$ cat src/rtl/serial_tx.sv
// 8-bit UART transmitter (8N1). Define SERIAL_TX_PARITY_EN to add an even-parity
// bit between the data bits and the stop bit.
module serial_tx #(
   parameter int CLK_HZ = 100000000,
   parameter int BAUD   = 115200
) (
   input  logic       clk,
   input  logic       nrst,
   input  logic [7:0] i_data,
   input  logic       i_valid,
   output logic       i_ready,
   output logic       uart_rxd_out,
   output logic       o_busy
);

   localparam int CLKS_PER_BIT = CLK_HZ / BAUD;
   localparam int CNT_W        = (CLKS_PER_BIT > 2) ? $clog2(CLKS_PER_BIT) : 1;
   localparam logic [CNT_W-1:0] CNT_MAX = CNT_W'(CLKS_PER_BIT - 1);

   if (CLKS_PER_BIT < 2) begin : g_bad_baud
      $error("serial_tx: CLK_HZ/BAUD must be at least 2");
   end

   typedef enum logic [2:0] {
      IDLE,
      START,
      DATA,
`ifdef SERIAL_TX_PARITY_EN
      PARITY,
`endif
      STOP
   } state_e;

   state_e           state_q, state_d;
   logic [CNT_W-1:0] cnt_q, cnt_d;
   logic [2:0]       idx_q, idx_d;
   logic [7:0]       shift_q, shift_d;
   logic             line_q, line_d;
   logic             rdy_en_q;
   logic             bit_done;
`ifdef SERIAL_TX_PARITY_EN
   logic             parity_q, parity_d;
`endif

   // rdy_en_q keeps i_ready low during reset and releases it on the first edge after.
   assign i_ready      = rdy_en_q && (state_q == IDLE);
   assign o_busy       = (state_q != IDLE);
   assign uart_rxd_out = line_q;
   assign bit_done     = (cnt_q == CNT_MAX);

   // NOTE: every signal gets a default before the case so no path can infer a latch.
   always_comb begin
      state_d  = state_q;
      cnt_d    = cnt_q;
      idx_d    = idx_q;
      shift_d  = shift_q;
`ifdef SERIAL_TX_PARITY_EN
      parity_d = parity_q;
`endif

      if (state_q != IDLE) begin
         cnt_d = bit_done ? '0 : cnt_q + 1'b1;
      end

      case (state_q)
         IDLE: begin
            if (i_valid && i_ready) begin
               state_d  = START;
               shift_d  = i_data;
               cnt_d    = '0;
               idx_d    = '0;
`ifdef SERIAL_TX_PARITY_EN
               parity_d = ^i_data;
`endif
            end
         end
         START: begin
            if (bit_done) state_d = DATA;
         end
         DATA: begin
            if (bit_done) begin
               shift_d = shift_q >> 1;
               idx_d   = idx_q + 3'd1;
               if (idx_q == 3'd7) begin
`ifdef SERIAL_TX_PARITY_EN
                  state_d = PARITY;
`else
                  state_d = STOP;
`endif
               end
            end
         end
`ifdef SERIAL_TX_PARITY_EN
         PARITY: begin
            if (bit_done) state_d = STOP;
         end
`endif
         STOP: begin
            if (bit_done) state_d = IDLE;
         end
         default: state_d = IDLE;
      endcase

      // Line level is decoded from the next state so the output flop changes with the state.
      case (state_d)
         START:   line_d = 1'b0;
         DATA:    line_d = shift_d[0];
`ifdef SERIAL_TX_PARITY_EN
         PARITY:  line_d = parity_d;
`endif
         default: line_d = 1'b1;
      endcase
   end

   // NOTE: sequential state uses non-blocking assignments so all flops update together.
   always_ff @(posedge clk or negedge nrst) begin
      if (!nrst) begin
         state_q  <= IDLE;
         cnt_q    <= '0;
         idx_q    <= '0;
         shift_q  <= '0;
         line_q   <= 1'b1;
         rdy_en_q <= 1'b0;
`ifdef SERIAL_TX_PARITY_EN
         parity_q <= 1'b0;
`endif
      end else begin
         state_q  <= state_d;
         cnt_q    <= cnt_d;
         idx_q    <= idx_d;
         shift_q  <= shift_d;
         line_q   <= line_d;
         rdy_en_q <= 1'b1;
`ifdef SERIAL_TX_PARITY_EN
         parity_q <= parity_d;
`endif
      end
   end

endmodule

$ cat config.mk
export PLATFORM = sky130hd
export DESIGN_NAME = serial_tx
export DESIGN_NICKNAME = d
export VERILOG_FILES = /design/src/rtl/serial_tx.sv
export SDC_FILE = /design/constraint.sdc
export NUM_CORES = 1
export LEC_CHECK = 0
export ABC_AREA = 1
export BUFFER_PORTS_ARGS = -buffer_cell sky130_fd_sc_hd__buf_2
export CAP_MARGIN = 15
export CORE_MARGIN = 5
export CORE_UTILIZATION = 60
export CTS_BUF_LIST = sky130_fd_sc_hd__clkbuf_4
export DETAILED_ROUTE_END_ITERATION = 10
export PLACE_DENSITY = 0.85
export SLEW_MARGIN = 40
export SYNTH_ARGS = -nofsm -noshare
export SYNTH_HDL_FRONTEND = slang
export SYNTH_SLANG_ARGS = --single-unit
export TNS_END_PERCENT = 50
$ cat constraint.sdc
create_clock -name clk -period 1.9 [get_ports clk]
set_input_delay 0.095 -clock clk [delete_from_list [all_inputs] [get_ports clk]]
set_output_delay 0.095 -clock clk [all_outputs]
set_load 0.02 [all_outputs]
==> reports/results.ini <==
[sta]
skew_ps = 4.38
setup_ws_ps = 219
worstMarginPinSlew_ps = 566
finalSetupViolCount = 0
finalCritPeriodShare_pct = 88.5
slew_violations = 0
slew_headroom_pct = 62.2
rsz0062_at_grt = no
max_freq_mhz = 595
setup_tns_ps = 0
period_minus_slack_ps = 1680
finalHoldViolations = 0

[die]
rows = 17
io-pin-count = 14
die_width_um = 57.9
coreArea_sq_um = 2190
initial_core_util_pct = 62.8
die_h_um = 57.9
die_area_sq_um = 3350

[detailed_routing]
antenna_left = 0
dr_total_vias = 1179
dr_wl_met3_um = 142
wl_met2_mm = 1.47
drc = 0
wl_mm = 2.91
vias_per_cell = 5.41
first_pass_iters = 4
wl_per_cell_um = 13.3
drtIter0Drc = 30
wl_met1_mm = 1.25
top_layer = met4

[grt]
grt_pass1_vias = 1185
grt_first_pass_wirelength_mm = 5.33
grt.overflow.total = 0
grt_max_degree = 27
antenna_found_initial = 0
grt.total_usage_pct = 20.7

[clock_network]
path_clk_slew_ps = 150
cts_inserted_buffers = 3
cts_tree = done
clk_latency_ps = 340
h-tree-depth = 1
cts.path.max_buffers = 2
postCtsResizedCells = 0
cts_root_buf = clkbuf_4
clkSinkCount = 26

[pwr]
p_switching_uw = 374
pwr_density_cell_nw_per_um2 = 737
ir_drop_uv = 650
power.internal_uw = 797
seqPwrFrac_pct = 57.7
p_leak_uw = 0.000780
switching_share_pct = 32.0
pwr-share-comb_pct = 20.5
p_clk_share_pct = 21.8

[worst_setup_path]
critPathTopFamily = simple AND/OR/NAND/NOR gates
crit_type = reg -> reg
crit_path_start_kind = register
cp_common_cell = nand2_4
path_cells = ha_1 > inv_1 > nor2_1 > nand3_1 > nor2_2 > nand2_4 > nand2_4 > inv_2 > nand2_1 > o211ai_1
critical-path-max-stage-delay_ps = 420
slowest_stage = dfrtp_1
cp-end-kind = register
cp.arrival_ps = 1920
cp_num_buf_inv = 2
critPathMaxFanout = 9
cp.required_ps = 2140

[cells_and_area]
area_growth_pct = 15.5
layout_commonest_cell = nand2_1
fin_nets = 205
antenna_cells = 0
mostFrequentLayoutCells = nand2_1, dfrtp_1, inv_1
drive_gt1_share_pct = 18.4

[place]
pre_cts_slack_ps = 240
post-dp-hpwl_mm = 2.04
numPortBuffers = 13
gp_congestion = 0.839

[synth]
yosysTopAreaCellShare_pct = 45.5
synthTopCellsByArea = dfrtp_1, nand2_1, inv_1, nor2_1, nand3_1
syn_avg_cell_area_sq_um = 8.39
synth_top_area_cell = dfrtp_1
yosysUniqueCellTypes = 29
synth_warnings = 0
syn_nets = 178
syn_inst = 164
netlist_area_sq_um = 1380
ys_ff_latch = 26
synth-seq-area-share_pct = 47.4

[flow_run]
timing.max_cap.violations = 0

[hold_path]
hold_class = in -> reg

[status]
status = finished clean

[repair_timing]
action,in CTS,in global routing
endpoints found under the hold margin,32,0
setup buffers,0,0
hold buffers,8,0
[path summary, 6_finish.rpt]
| kind | endpoint | slack [ps] | cells past startpoint | start |
|---|---|---|---|---|
| max | shift_q[1] | 220 | 10 | cnt_q[0] |
| min | shift_q[0] | 90 | 5 | i_data[0] |
| max reg2reg | shift_q[1] | 220 | 10 | cnt_q[0] |
| min reg2reg | idx_q[0] | 490 | 1 | idx_q[0] |
| max in group asynchronous | shift_q[7] | 1270 | 2 | nrst |
| min in group asynchronous | state_q[2] | 260 | 2 | nrst |
[state kept, by name, indices dropped and copies added, names as in the netlist]
name and cells:
idx_q 3, cnt_q 10, uart_rxd_out 1, state_q 3, rdy_en_q 1, shift_q 8
[per-stage QoR]
stage	instance area (sq um)	total power (uW)	std cells	util, %	hold slack [ps]
2_1_floorplan	1380	832	164	-	-201
3_3_place_gp	1480	890	206	67.7	118
3_5_place_dp	1480	908	206	67.7	122
4_1_cts	1590	1160	218	72.6	97.1
5_1_grt	1590	1240	218	72.6	129
6_report	1590	1170	218	72.6	92.3
[worst min-delay path, delay by kind of cell]
family                 cells  cell delay, ps
AND/OR/NAND/NOR            3             200
buffers and inverters      2             100
[synthesized netlist by cell type]
library cell,count
a32o_1,1
nand2_4,4
o22ai_1,1
nand3b_1,1
dfstp_2,1
nand3_1,14
nand2_1,33
ha_1,3
o21ai_0,4
a31o_2,1
dfrtp_1,25
nand2_2,1
nor2_1,19
xor2_1,2
o211ai_1,1
nor3_1,5
a21oi_1,4
nor2_4,2
o221ai_1,5
xnor2_1,1
nand4_1,2
conb_1,2
nor3_4,1
inv_2,3
a21oi_2,1
nor3_2,1
nor2_2,3
o21ai_1,1
inv_1,22
[power by group through the flow]
stage | combinational (uW) | sequential, uW | clock (uW)
3_3_place_gp | 210 | 680 | 0
6_report | 240 | 676 | 256
2_1_floorplan | 160 | 673 | 0
5_1_grt | 273 | 687 | 284
4_1_cts | 235 | 675 | 249
3_5_place_dp | 222 | 686 | 0
[cells by family (layout without fill, tap and decap cells)]
| kind of cell | count (synthesis) | in the layout | share of synthesized area (%) |
|---|---|---|---|
| adder cells (fa/ha/maj) | 3 | 3 | 2.73 |
| other | 2 | 2 | 0.546 |
| XOR/XNOR | 3 | 3 | 1.91 |
| AO/OA/AOI/OAI | 19 | 19 | 9.45 |
| AND/OR/NAND/NOR | 86 | 86 | 31.2 |
| flip-flops | 26 | 26 | 47.4 |
| buffers and inverters | 25 | 51 | 6.82 |
[per-layer routing]
metal	vias to the layer above	global-route usage (%)
li1	588	-
met1	555	26.7
met2	31	34.4
met3	5	3.56
met4	0	8.61
met5	-	0
[cell type report]
class / count / area (sq um)
Clock buffer: 3 / 22.5
Clock inverter: 1 / 3.75
Fill cell: 167 / 601
Inverter: 25 / 93.8
Multi-Input combinational cell: 113 / 631
Sequential cell: 26 / 652
Tap cell: 28 / 35.0
Timing Repair Buffer: 22 / 153
Note: power is estimated with default switching activity, not from simulation.
